File: config.mk
export PLATFORM = sky130hd
export DESIGN_NAME = period_capture
export DESIGN_NICKNAME = d
export VERILOG_FILES = /design/src/rtl/period_capture_pkg.sv /design/src/rtl/period_capture_sync_edge_detect.sv /design/src/rtl/period_capture.sv
export SDC_FILE = /design/constraint.sdc
export NUM_CORES = 1
export LEC_CHECK = 0
export BUFFER_PORTS_ARGS = -buffer_cell sky130_fd_sc_hd__buf_2
export CAP_MARGIN = 20
export CORE_UTILIZATION = 35
export CTS_CLUSTER_SIZE = 16
export DETAILED_ROUTE_END_ITERATION = 16
export GPL_TIMING_DRIVEN = 0
export PLACE_DENSITY = 0.52
export SLEW_MARGIN = 10
export SYNTH_ARGS = -nofsm -noshare
export SYNTH_HDL_FRONTEND = slang
export SYNTH_SLANG_ARGS = --single-unit
File: constraint.sdc
create_clock -name clock -period 1.8 [get_ports clock]
set_input_delay 0.18 -clock clock [delete_from_list [all_inputs] [get_ports clock]]
set_output_delay 0.18 -clock clock [all_outputs]
set_load 0.01 [all_outputs]
File: src/rtl/period_capture_pkg.sv
// Shared types and constants for the period_capture block.
package period_capture_pkg;

  typedef enum logic [1:0] {
    ST_IDLE    = 2'd0,
    ST_ARM     = 2'd1,
    ST_MEASURE = 2'd2
  } state_e;

  localparam int unsigned MIN_SYNC_STAGES = 2;
  localparam int unsigned FILTER_DEPTH    = 3;
  localparam int unsigned PRESCALE_W      = 16;

endpackage

File: src/rtl/period_capture_sync_edge_detect.sv
// Synchronizer, optional glitch filter (PERIOD_CAPTURE_FILTER_EN) and rising-edge detector.
// rise_c is a one-clock pulse, combinational from the registered pipeline.
module sync_edge_detect
  import period_capture_pkg::*;
#(
  parameter int unsigned SYNC_STAGES = 2
) (
  input  logic clock,
  input  logic reset,
  input  logic event_in,
  output logic rise_c
);

  localparam int unsigned STAGES = (SYNC_STAGES < MIN_SYNC_STAGES) ? MIN_SYNC_STAGES : SYNC_STAGES;

  logic [STAGES-1:0] sync;
  logic              synced;

  always_ff @(posedge clock or negedge reset) begin
    if (!reset) sync <= '0;
    else        sync <= {sync[STAGES-2:0], event_in};
  end

  assign synced = sync[STAGES-1];

`ifdef PERIOD_CAPTURE_FILTER_EN
  // Level only changes once FILTER_DEPTH consecutive synchronized samples agree.
  logic [FILTER_DEPTH-2:0] hist;
  logic                    level;
  logic                    all_high;
  logic                    all_low;

  assign all_high = synced & (&hist);
  assign all_low  = ~synced & ~(|hist);

  always_ff @(posedge clock or negedge reset) begin
    if (!reset) begin
      hist  <= '0;
      level <= 1'b0;
    end else begin
      hist <= {hist[FILTER_DEPTH-3:0], synced};
      if (all_high)     level <= 1'b1;
      else if (all_low) level <= 1'b0;
    end
  end

  assign rise_c = all_high & ~level;
`else
  logic prev;

  always_ff @(posedge clock or negedge reset) begin
    if (!reset) prev <= 1'b0;
    else        prev <= synced;
  end

  assign rise_c = synced & ~prev;
`endif

endmodule

File: src/rtl/period_capture.sv
// Measures prescaled ticks between qualified rising edges of event_in.
// Optional input glitch filter enabled by defining PERIOD_CAPTURE_FILTER_EN.
module period_capture
  import period_capture_pkg::*;
#(
  parameter int unsigned WIDTH       = 16,
  parameter int unsigned SYNC_STAGES = 2
) (
  input  logic                  clock,
  input  logic                  reset,
  input  logic                  enable,
  input  logic [PRESCALE_W-1:0] prescaler,
  input  logic                  event_in,
  input  logic                  ack,
  output logic [WIDTH-1:0]      capture,
  output logic                  valid,
  output logic                  overflow,
  output logic                  overrun
);

  localparam logic [WIDTH-1:0] COUNT_MAX = '1;

  state_e                  state, state_next;
  logic [PRESCALE_W-1:0]   pcnt, pcnt_next;
  logic [WIDTH-1:0]        count, count_next;
  logic [WIDTH-1:0]        capture_next;
  logic                    valid_next, overflow_next, overrun_next;
  logic                    rise_c;
  logic                    tick_c;

  sync_edge_detect #(
    .SYNC_STAGES (SYNC_STAGES)
  ) u_edge (
    .clock    (clock),
    .reset    (reset),
    .event_in (event_in),
    .rise_c   (rise_c)
  );

  always_ff @(posedge clock or negedge reset) begin
    if (!reset) begin
      state    <= ST_IDLE;
      pcnt     <= '0;
      count    <= '0;
      capture  <= '0;
      valid    <= 1'b0;
      overflow <= 1'b0;
      overrun  <= 1'b0;
    end else begin
      state    <= state_next;
      pcnt     <= pcnt_next;
      count    <= count_next;
      capture  <= capture_next;
      valid    <= valid_next;
      overflow <= overflow_next;
      overrun  <= overrun_next;
    end
  end

  // Next-state and datapath; a capture takes precedence over a coincident ack or tick.
  always_comb begin
    state_next    = state;
    pcnt_next     = pcnt;
    count_next    = count;
    capture_next  = capture;
    valid_next    = valid;
    overflow_next = overflow;
    overrun_next  = overrun;
    tick_c        = (state != ST_IDLE) && (pcnt == prescaler);

    if (ack && valid) begin
      valid_next   = 1'b0;
      overrun_next = 1'b0;
    end

    if (!enable) begin
      state_next   = ST_IDLE;
      pcnt_next    = '0;
      count_next   = '0;
      valid_next   = 1'b0;
      overrun_next = 1'b0;
    end else begin
      if (state != ST_IDLE) pcnt_next = tick_c ? '0 : pcnt + PRESCALE_W'(1);
      case (state)
        ST_IDLE: state_next = ST_ARM;
        ST_ARM: begin
          if (rise_c) begin
            state_next = ST_MEASURE;
            count_next = '0;
          end
        end
        ST_MEASURE: begin
          if (rise_c) begin
            capture_next  = count;
            overflow_next = (count == COUNT_MAX);
            valid_next    = 1'b1;
            count_next    = '0;
            overrun_next  = (valid && !ack) ? 1'b1 : overrun;
          end else if (tick_c && (count != COUNT_MAX)) begin
            count_next = count + WIDTH'(1);
          end
        end
        default: state_next = ST_IDLE;
      endcase
    end
  end

endmodule

# After elaboration in Yosys (flattened, before gate mapping)
# Index checks and enable logic that the tools add are counted.
# totals
reg_bits	56
input_bits	21
out_inout_bits	19
# op_classes
n_eq_ne	11
n_reduce_logical	10
add_sub_neg	2
bitwise_logic	2
n_mux	20
# op_table
cell	n
$mux W16	7
$add A16 B1 Y16 const B	2
$pmux W16 S2	1
$eq A16 B16 Y1	1
$eq A16 B16 Y1 const B	1
$ne A16 B16 Y1 const B	1
$mux W1	9
$ne A4 B4 Y1 const B	2
$pmux W2 S3	1
$reduce_and A3 Y1	2
$logic_and A1 B1 Y1	4
$mux W2	2
$ne A3 B1 Y1 const B	1
$ne A3 B3 Y1 const B	1
$eq A2 B1 Y1 const B	1
$eq A2 B2 Y1 const B	1
$logic_not A2 Y1	1
$ne A2 B1 Y1 const B	1
$ne A2 B2 Y1 const B	1
$reduce_and A2 Y1	1
$reduce_bool A2 Y1	1
$and A1 B1 Y1	1
$logic_not A1 Y1	1
$not A1 Y1	1

# Depth between registers and ports, before layout
# Gate-level depths: netlist of the first run.
# logic_depth
word_depth	7
ltp_mapped	9

# Cells and area by module
# Synthesis of the first run repeated with hierarchy kept, for this count alone.
# hier_totals
hier_cells	292
hier_area_um2	2894.0
# modules_own_cells
mod	n_inst	area_per_inst_um2	seq_area_each_um2	cells_per_inst
period_capture	1	2805.2	1326.3	288
sync_edge_detect	1	88.8	75.1	4

# Worst setup path after synthesis of the first run
# Ideal clock, no wire load.
# synth_timing
kind	register to register
from	reg pcnt[2]
to	reg count[12]
n_path_buf	1
stages_incl_launch_ff	8
required_time_ns	1.668
period_less_slack_ns	1.975
slack_ns	-0.175
arrival_time_ns	1.843
cell_sequence	dfrtp_1 xnor2_1 nand4_1 or4_4 nor4b_2 o21bai_4 buf_8 a31oi_1
# synth_between
elab_chain_len	5
# synth_rtl
item	line_no	source
from (decl)	period_capture.sv:24	logic [PRESCALE_W-1:0] pcnt, pcnt_next;
from (signal assigned)	period_capture.sv:51	pcnt <= pcnt_next;
$eq A16 B16 Y1	period_capture.sv:69	tick_c = (state != ST_IDLE) && (pcnt == prescaler);
$logic_and A1 B1 Y1	period_capture.sv:69	
$logic_and A1 B1 Y1	period_capture.sv:99	end else if (tick_c && (count != COUNT_MAX)) begin
$ne A4 B4 Y1 (no line)	--	
$reduce_and A3 Y1 (no line)	--	
to (signal assigned)	period_capture.sv:52	count <= count_next;
to (decl)	period_capture.sv:25	logic [WIDTH-1:0] count, count_next;
# No other way between the ends.
# A chain may end at the register's enable or synchronous reset.

# Worst setup path in the final report of the first run
# layout_timing
from	reg pcnt[2]
to	reg count[13]
# The elaborated chain is that of the path after synthesis.

==> results of run 1 <==
## what timing repair did
item | 4_1_cts | 5_1_grt
hold buffers | 2 | 0
pin swaps | 6 | 13
setup buffers | 18 | 7
gates cloned | 1 | 0
endpoints found under the setup margin | 42 | 42
resized for setup | 29 | 16
hold endpoints to repair | 57 | 0
## power breakdown
part | total (mW) | internal, mW | switching (mW)
combinational | 0.213 | 0.0992 | 0.114
clock | 0.747 | 0.344 | 0.402
sequential | 1.28 | 1.27 | 0.0113
## stage by stage
stage | std cells | hold WS [ns] | power (mW) | util (%) | instance area, um^2
6_report | 477 | 0.156 | 2.24 | 46.7 | 3610
5_1_grt | 477 | 0.167 | 2.34 | 46.7 | 3610
4_1_cts | 472 | 0.147 | 2.26 | 45.3 | 3500
3_5_place_dp | 445 | 0.290 | 1.47 | 40.5 | 3130
3_3_place_gp | 445 | 0.289 | 1.46 | 40.5 | 3130
2_1_floorplan | 304 | -0.116 | 1.39 | - | 2810
## cell type report
cell class,instances,area [um^2]
buffer,11,87.6
clock buffer,7,96.3
fill,763,4120
inverter,8,30.0
multi-input combinational,227,1430
sequential,56,1410
tap,102,128
timing repair buffer,66,437
## sequential cells by signal, indices dropped and copies added, names as in the netlist
name / flops
state: 2
overrun: 1
u_edge.sync: 2
overflow: 1
pcnt: 16
u_edge.prev: 1
count: 16
capture: 16
valid: 1
## cell families (layout without fill, tap and decap cells)
group           Yosys count  after routing  synth area share [%]
simple gates            144            144                  24.4
flops                    56             56                  50.0
compound gates           52             52                  12.0
xor+xnor                 27             27                  8.43
buf+inv                  21             92                  3.61
fa+ha+maj                 2              2                 0.892
mux                       2              2                 0.714
## layer usage
layer | part of all wire, % | wire length, um
met1 | 48 | 3170
met2 | 48 | 3180
met3 | 2.7 | 179
met4 | 0.58 | 38
met5 | 0 | 0
## cells in the final DEF (no fill, tap or decap), types with 4 or more instances in the layout
cell       n
xnor2_1   13
and2_1     4
nor2_1    17
a21oi_1   10
clkbuf_8   7
nand2_1   72
dfrtp_1   50
xor2_1    11
buf_4     21
o21ai_0    9
buf_2     39
and3_1     5
a31oi_1   14
dfrtp_2    6
buf_6      7
a41oi_1    5
clkbuf_1   4
nand3_1    9
inv_1      8
nand4_1   10
## worst max-delay path, cell delays in order (launching register included)
cell and delay (ns):
dfrtp_2 0.44, xnor2_2 0.13, nand4_1 0.18, or4_4 0.60, nor4b_4 0.21, o21bai_4 0.19
buf_8 0.16, a31oi_1 0.09
## synthesized netlist by cell type
cell type  instances
and2_1             5
o21bai_4           1
xor2_1            11
nor2_1            19
o2111ai_1          1
or2_1              1
nand2_1           72
and4_1             5
a21oi_1           11
nand4_1           10
or3_1              1
dfrtp_1           56
and2b_1            1
o31ai_1            1
clkbuf_1           7
buf_2              3
a221o_1            1
nor3b_1            2
buf_8              1
o22ai_1            1
o21ai_0           10
nor2b_1            3
a211oi_1           2
o21ai_1            2
ha_1               2
xnor2_1           16
buf_4              2
nor4b_2            1
a31oi_1           15
nand2b_1           3
nand3_1           10
o211ai_1           1
a41oi_1            5
or4_4              1
nor4_1             1
nor3_1             4
inv_1              8
a31o_2             1
mux2i_1            2
and3_1             5
## path summary, 6_finish.rpt
check	depth (start not counted)	end	startpoint	slack, ns
setup / recovery	7	count[13]	pcnt[2]	-0.35
hold / removal	4	overrun	ack	0.16
setup reg to reg	7	count[13]	pcnt[2]	-0.35
hold reg to reg	0	u_edge.sync[1]	u_edge.sync[0]	0.36
max in group asynchronous	2	pcnt[1]	reset	0.82
min in group asynchronous	2	capture[6]	reset	0.47
==> flow_summary.ini, run 1 <==
[outcome]
status = finished with violations
violations = negative setup slack

[yosys]
ys_ff_latch = 56
yosys.cell_types.count = 40
avgSynthCellArea_um2 = 9.23
yosys.area.top_type = dfrtp_1
synthesis.nets = 327
syn_area_mm2 = 0.00281
syn_inst = 304
yosys.area.top_type_share_pct = 50.0
ys_warn_count = 0
synth_area_leaders = dfrtp_1 (50%), nand2_1 (9.6%), xnor2_1 (5.0%)
seq_area_frac_synth_pct = 50.0

[floorplanning]
core_area_mm2 = 0.00773
die_height_um = 91.5
start_util_pct = 36.3
num_rows = 32
io_pins = 40
dieArea_mm2 = 0.00838
die_w_um = 91.5

[route]
vias = 2375
via_per_inst = 4.98
first_pass_iters = 4
ant_nets = 0
routed_wl_mm = 6.57
drt_iter0_drc = 116
wl_per_cell_um = 13.8
route.detailed.drc = 0

[grt]
antenna_found_initial = 0
grt.busiest_layer = met2
grt_pass1_wl_mm = 11.3
grt_util_met3_pct = 2.51
grt_pass1_vias = 2298
grt_start_max_net_pins = 57
grt_use_met1_pct = 23.2
grtUsageMet2_pct = 28.4
track_usage_pct = 17.0
grt-ovfl-total = 0

[timing]
skew_ns = 0.0176
hold_viol = 0
fmax_mhz = 466
tightest_slew_ns = 0.722
slew_headroom_pct = 51.8
period_share_pct = 119
fin_crit_ns = 2.15
setup_ws_ns = -0.347
setup_viol = 30
rsz0062_at_grt = yes
drv_slew = 0
fin_tns_setup_ns = -8.58

[cells_and_area]
syn2layout_area_growth_pct = 28.8
diodes = 0
layout-drive-gt1-share_pct = 27.5
nets = 398

[run]
cap_violations = 0

[worst_hold_path]
hp-class = primary input to flip-flop

[clock_tree]
cts.sinks = 56
cts_root_buffer = clkbuf_8
cts_tree = done
clkLatencyLatePin_ns = 0.31
cts.path.max_buffers = 2
cts_buffers = 5
clk_pin_slew_ns = 0.10
cts_max_level = 2

[critical_path]
endpoint_kind = flip-flop
cp.arrival_ns = 2.32
crit_fanout = 10
critPathKind = flip-flop to flip-flop
critPathLaunchType = flip-flop
required_ns = 1.97

[placement]
pre_cts_ws_ns = -0.434
place.gp.congestion = 0.799
dpl.hpwl_mm = 4.34
io_buffers = 39

[pwr]
peakVddDrop_uv = 350
p_leak_nw = 1.69
power.density_mw_per_mm2 = 620
No activity file was read; power rests on OpenSTA's default activity.
==> run 2, diff against run 1 <==
--- a/config.mk
+++ b/config.mk
@@ -7,6 +7,7 @@
 export LEC_CHECK = 0
 export BUFFER_PORTS_ARGS = -buffer_cell sky130_fd_sc_hd__buf_2
 export CAP_MARGIN = 20
+export CORE_ASPECT_RATIO = 0.75
 export CORE_UTILIZATION = 35
 export CTS_CLUSTER_SIZE = 16
 export DETAILED_ROUTE_END_ITERATION = 16
==> flow_summary.ini, run 2 (synthesis gave the netlist of run 1 again) <==
[placement]
place.gp.congestion = 0.800
pre_cts_ws_ns = -0.462
io_buffers = 39
dpl.hpwl_mm = 4.40
post-place-cells = 444

[floorplanning]
die_height_um = 79.5
io_pins = 40
core_area_mm2 = 0.00753
start_util_pct = 37.2
dieArea_mm2 = 0.00838
die_w_um = 105
num_rows = 27

[critical_path]
crit_path_max_incr_delay_ns = 0.56
endpoint = count[3]
timing.rr.start = pcnt[15]
crit_fanout = 4
cp.arrival_ns = 2.38
ff2ff_setup_slack_ns = -0.39
crit_start = pcnt[15]
reg2regPathDepth = 8
endpoint_kind = flip-flop
required_ns = 1.99
r2r-end = count[3]
cp_cell_sequence = xnor2_2 -> nand4_1 -> or4_4 -> nor4b_2 -> o21bai_4 -> buf_12 -> buf_8 -> a31oi_1
critPathLaunchType = flip-flop
critPathKind = flip-flop to flip-flop
slowest_stage = or4_4

[timing]
skew_ns = 0.00827
fin_crit_ns = 2.19
slew_headroom_pct = 51.2
tightest_slew_ns = 0.732
fmax_mhz = 457
rsz0062_at_grt = yes
period_share_pct = 121
setup_ws_ns = -0.387
setup_viol = 32
drv_slew = 0
hold_viol = 0

[cells_and_area]
most-common-layout-cells = nand2_1 (71), dfrtp_1 (51), buf_2 (39)
regArea_mm2 = 0.00141
fillers = 707
nets = 409
diodes = 0
layout.cells.non_filler = 487
multi_input_area_mm2 = 0.00152
final_common_cell = nand2_1
layout-drive-gt1-share_pct = 33.2
reg_top3 = capture x16, count x16, pcnt x16
syn2layout_area_growth_pct = 36.6

[route]
route.detailed.drc = 0
via_per_inst = 5.08
ant_nets = 0
vias = 2473
first_pass_iters = 4
wl_per_cell_um = 14.4
routed_wl_mm = 7.01
drt_iter0_drc = 71

[pwr]
p_seq_share_pct = 56.1
peakVddDrop_uv = 310
switchingPower_uw = 544
pwr-share-comb_pct = 11.4
power_frac_clock_pct = 32.6
power.density_mw_per_mm2 = 597
p_int_mw = 1.74
p_leak_nw = 1.81
sw_frac_of_total_pct = 23.8

[outcome]
violations = negative setup slack
status = finished with violations

[grt]
grt_pass1_wl_mm = 11.3
grt_start_max_net_pins = 57
grt_pass1_vias = 2254
track_usage_pct = 17.4
grt-ovfl-total = 0
antenna_found_initial = 0

[run]
cap_violations = 0

[clock_tree]
cts_max_level = 2
cts.sinks = 56
cts.path.max_buffers = 2
clkLatencyLatePin_ns = 0.31
cts_tree = done
clk_pin_slew_ns = 0.10
cts_buffers = 5
cts_root_buffer = clkbuf_8

[worst_hold_path]
whs_path_depth = 4
hp-class = primary input to flip-flop
run 2: cell count changes in the layout (fill, tap and decap cells not counted), moves of 3 or more:
cell     before  now
buf_4        21   28
xnor2_1      13    8
o21ai_2       0    3
xnor2_2       3    8
run 2: worst max-delay path, delay by kind of cell, from the launching register on:
kind                      cells  cell delay, ns
xor gates and xnor gates      1            0.17
DFF                           1            0.45
AOI/OAI and AO/OA             2            0.28
buffers and inverters         2            0.24
and+or+nand+nor               3            0.93
run 2: per-stage QoR:
step | area (um^2) | setup TNS, ns | utilization [%] | power [mW] | hold slack [ns]
after CTS | 3530 | -7.31 | 46.8 | 2.28 | 0.133
after detailed placement | 3130 | -11.80 | 41.5 | 1.46 | 0.294
after global placement | 3130 | -11.33 | 41.5 | 1.46 | 0.289
final | 3830 | -10.14 | 50.9 | 2.29 | 0.148
after global routing | 3830 | -12.77 | 50.9 | 2.39 | 0.162
after floorplan | 2810 | -2.25 | - | 1.39 | -0.116
run 2: per-layer routing:
metal	global-route usage (%)	routed length, um	vias to the layer above
met5	0	0	-
met4	6.06	55	0
met3	3.35	348	4
met2	24.1	2930	63
met1	26.7	3670	1184
li1	-	-	1222
run 2: worst min path at each step:
stage | end | slack, ns | startpoint
2_1_floorplan | capture[0] | -0.12 | reset
3_3_place_gp | u_edge.sync[0] | 0.29 | event_in
3_5_place_dp | u_edge.sync[0] | 0.29 | event_in
4_1_cts | overrun | 0.13 | ack
5_1_grt | overrun | 0.16 | ack
6_report | overrun | 0.15 | ack
run 2: timing repair:
action / 4_1_cts / 5_1_grt
hold buffers: 2 / 0
gates resized for setup: 27 / 33
buffers inserted: 17 / 17
pin swaps: 13 / 20
cloned: 2 / 1
hold endpoints to repair: 57 / 0
endpoints found under the setup margin: 42 / 32
run 2: final cells by class:
class,count,share of cell area (%)
multi-input combinational,227,39.7
timing repair buffer,76,14.6
buffer,12,2.35
tap,101,3.30
clock buffer,7,2.51
sequential,56,36.7
inverter,8,0.784
run 2: power by group through the flow:
stage / combinational, mW / sequential, mW / clock [mW]
floorplan: 0.0803 / 1.31 / 0
global placement: 0.153 / 1.31 / 0
detailed placement: 0.155 / 1.31 / 0
CTS: 0.220 / 1.28 / 0.775
global route: 0.284 / 1.29 / 0.824
finish: 0.260 / 1.28 / 0.745
==> run 3, diff against run 2 <==
--- a/config.mk
+++ b/config.mk
@@ -5,6 +5,7 @@
 export SDC_FILE = /design/constraint.sdc
 export NUM_CORES = 1
 export LEC_CHECK = 0
+export ABC_AREA = 1
 export BUFFER_PORTS_ARGS = -buffer_cell sky130_fd_sc_hd__buf_2
 export CAP_MARGIN = 20
 export CORE_ASPECT_RATIO = 0.75
==> flow_summary.ini, run 3 <==
[outcome]
status = finished, final reports clean

[critical_path]
ff2ff_setup_slack_ns = 0.13
reg2regPathDepth = 10
required_ns = 1.97
timing.rr.start = pcnt[5]
crit_fanout = 10
critPathLaunchType = flip-flop
r2r-end = pcnt[7]
endpoint_kind = flip-flop
cp.arrival_ns = 1.84
critPathKind = flip-flop to flip-flop

[worst_hold_path]
whs_path_depth = 4
min-delay-start = ack
hold-path-endpoint = valid
hp-class = primary input to flip-flop

[placement]
place.gp.congestion = 0.941
dpl.hpwl_mm = 6.44
io_buffers = 39

[yosys]
synthTopCellsByCount = nand2_1 (144), dfrtp_1 (56), inv_1 (52), nor2_1 (49)
seq_area_frac_synth_pct = 43.3
ys_warn_count = 0
yosys.cell_types.count = 33
post-synth-top-count-cell = nand2_1
syn_area_mm2 = 0.00324
ys_ff_latch = 56
yosys.area.top_type = dfrtp_1
syn_inst = 442
synthFlopType = dfrtp_1
synth_area_leaders = dfrtp_1 (43%), nand2_1 (17%), inv_1 (6.0%)
yosys.area.top_type_share_pct = 43.3
synth-edff-count = 0
ys_async_sr_fraction_pct = 100
synthesis.nets = 465
avgSynthCellArea_um2 = 7.33

[timing]
setup_viol = 0
hold_slack_ns = 0.156
skew_ns = 0.00923
period_share_pct = 92.6
drv_slew = 0
tightest_slew_ns = 0.721
fin_crit_ns = 1.67
hold_viol = 0
slew_headroom_pct = 52.0
rsz0062_at_grt = yes
fmax_mhz = 600

[cells_and_area]
syn2layout_area_growth_pct = 20.5
final_common_cell = nand2_1
fillers = 948
diodes = 0
reg_top3 = capture x16, count x16, pcnt x16
nets = 525
layout-drive-gt1-share_pct = 20.7
most-common-layout-cells = nand2_1 (143), dfrtp_1 (53), inv_1 (48)

[clock_tree]
cts_max_level = 2
cts.sinks = 56
cts_root_buffer = clkbuf_16
clk_pin_slew_ns = 0.07
cts_buffers = 5
cts_tree = done
cts.path.max_buffers = 2
clkLatencyLatePin_ns = 0.29

[grt]
grt-ovfl-total = 0
grt_start_max_net_pins = 57
grt_use_met1_pct = 31.1
grtUsageMet2_pct = 24.7
antenna_found_initial = 0
grt.busiest_layer = met1
grt_util_met3_pct = 3.29
grt_pass1_vias = 2726
grt_pass1_wl_mm = 14.1
track_usage_pct = 18.8

[floorplanning]
num_rows = 29
io_pins = 40
start_util_pct = 37.2
core_area_mm2 = 0.00871
dieArea_mm2 = 0.00964
die_height_um = 85.3
die_w_um = 113

[pwr]
total_power_mw = 2.47
peakVddDrop_uv = 248
power.density_mw_per_mm2 = 633
p_leak_nw = 1.99

[run]
cap_violations = 0

[route]
first_pass_iters = 4
wl_per_cell_um = 13.8
routed_wl_mm = 8.42
vias = 2963
drt_iter0_drc = 196
via_per_inst = 4.85
route.detailed.drc = 0
ant_nets = 0
==> run 3: routing by layer <==
layer | vias to the layer above | routed length, um
met5 | - | 0
met3 | 5 | 578
met4 | 0 | 57
li1 | 1520 | -
met2 | 73 | 3100
met1 | 1365 | 4690
==> run 3: metrics by stage <==
stage | utilization (%) | worst slack (ns) | instance area (um^2) | setup TNS, ns | cells
after global routing | 44.8 | -0.0280 | 3900 | -0.0419 | 611
after CTS | 43.1 | 0.0160 | 3750 | 0 | 601
after global placement | 41.0 | -0.0418 | 3570 | -0.0446 | 589
final | 44.8 | 0.134 | 3900 | 0 | 611
after detailed placement | 41.0 | -0.0791 | 3570 | -0.320 | 589
after floorplan | - | 0.261 | 3240 | 0 | 442
==> run 3: cell families after synthesis <==
kind of cell,after synthesis,share of synthesized area (%)
buf+inv,62,7.88
flops,56,43.3
xor+xnor,17,4.60
fa+ha+maj,2,0.773
simple gates,270,37.8
compound gates,35,5.68
==> run 3: timing repair <==
action / CTS / global route
pin swaps: 0 / 4
endpoints found under the hold margin: 57 / 0
hold buffers: 2 / 0
resized for setup: 1 / 24
gates cloned: 0 / 0
buffers inserted: 2 / 10
endpoints found under the setup margin: 11 / 48
==> run 3: worst max path at each step <==
stage / slack (ns) / to / from
6_report: 0.13 / pcnt[7] / pcnt[5]
5_1_grt: -0.03 / count[7] / pcnt[7]
4_1_cts: 0.02 / pcnt[8] / state[1]
3_5_place_dp: -0.08 / pcnt[15] / pcnt[2]
3_3_place_gp: -0.04 / pcnt[15] / pcnt[2]
2_1_floorplan: 0.26 / count[6] / count[0]
==> run 3: layout make-up <==
class / count / area (um^2) / share of cell area [%]
clock buffer: 5 / 125 / 3.21
sequential: 56 / 1410 / 36.0
timing repair buffer: 53 / 308 / 7.89
clock inverter: 3 / 18.8 / 0.481
multi-input combinational: 324 / 1650 / 42.2
tap: 108 / 135 / 3.46
inverter: 55 / 210 / 5.39
buffer: 7 / 55.1 / 1.41
==> run 3: critical path: stages (launching register included) <==
cell	delay (ns)
dfrtp_1	0.42
inv_1	0.11
nand2_1	0.10
nand2_1	0.05
nor2_1	0.11
nand2_1	0.07
nor2_1	0.11
nand3_2	0.13
nand2_2	0.16
buf_4	0.21
nor3b_1	0.08
==> run 3: power breakdown <==
group	internal (mW)	switching (mW)
registers	1.27	0.0111
clock network	0.514	0.444
logic	0.0822	0.151
total	1.87	0.606
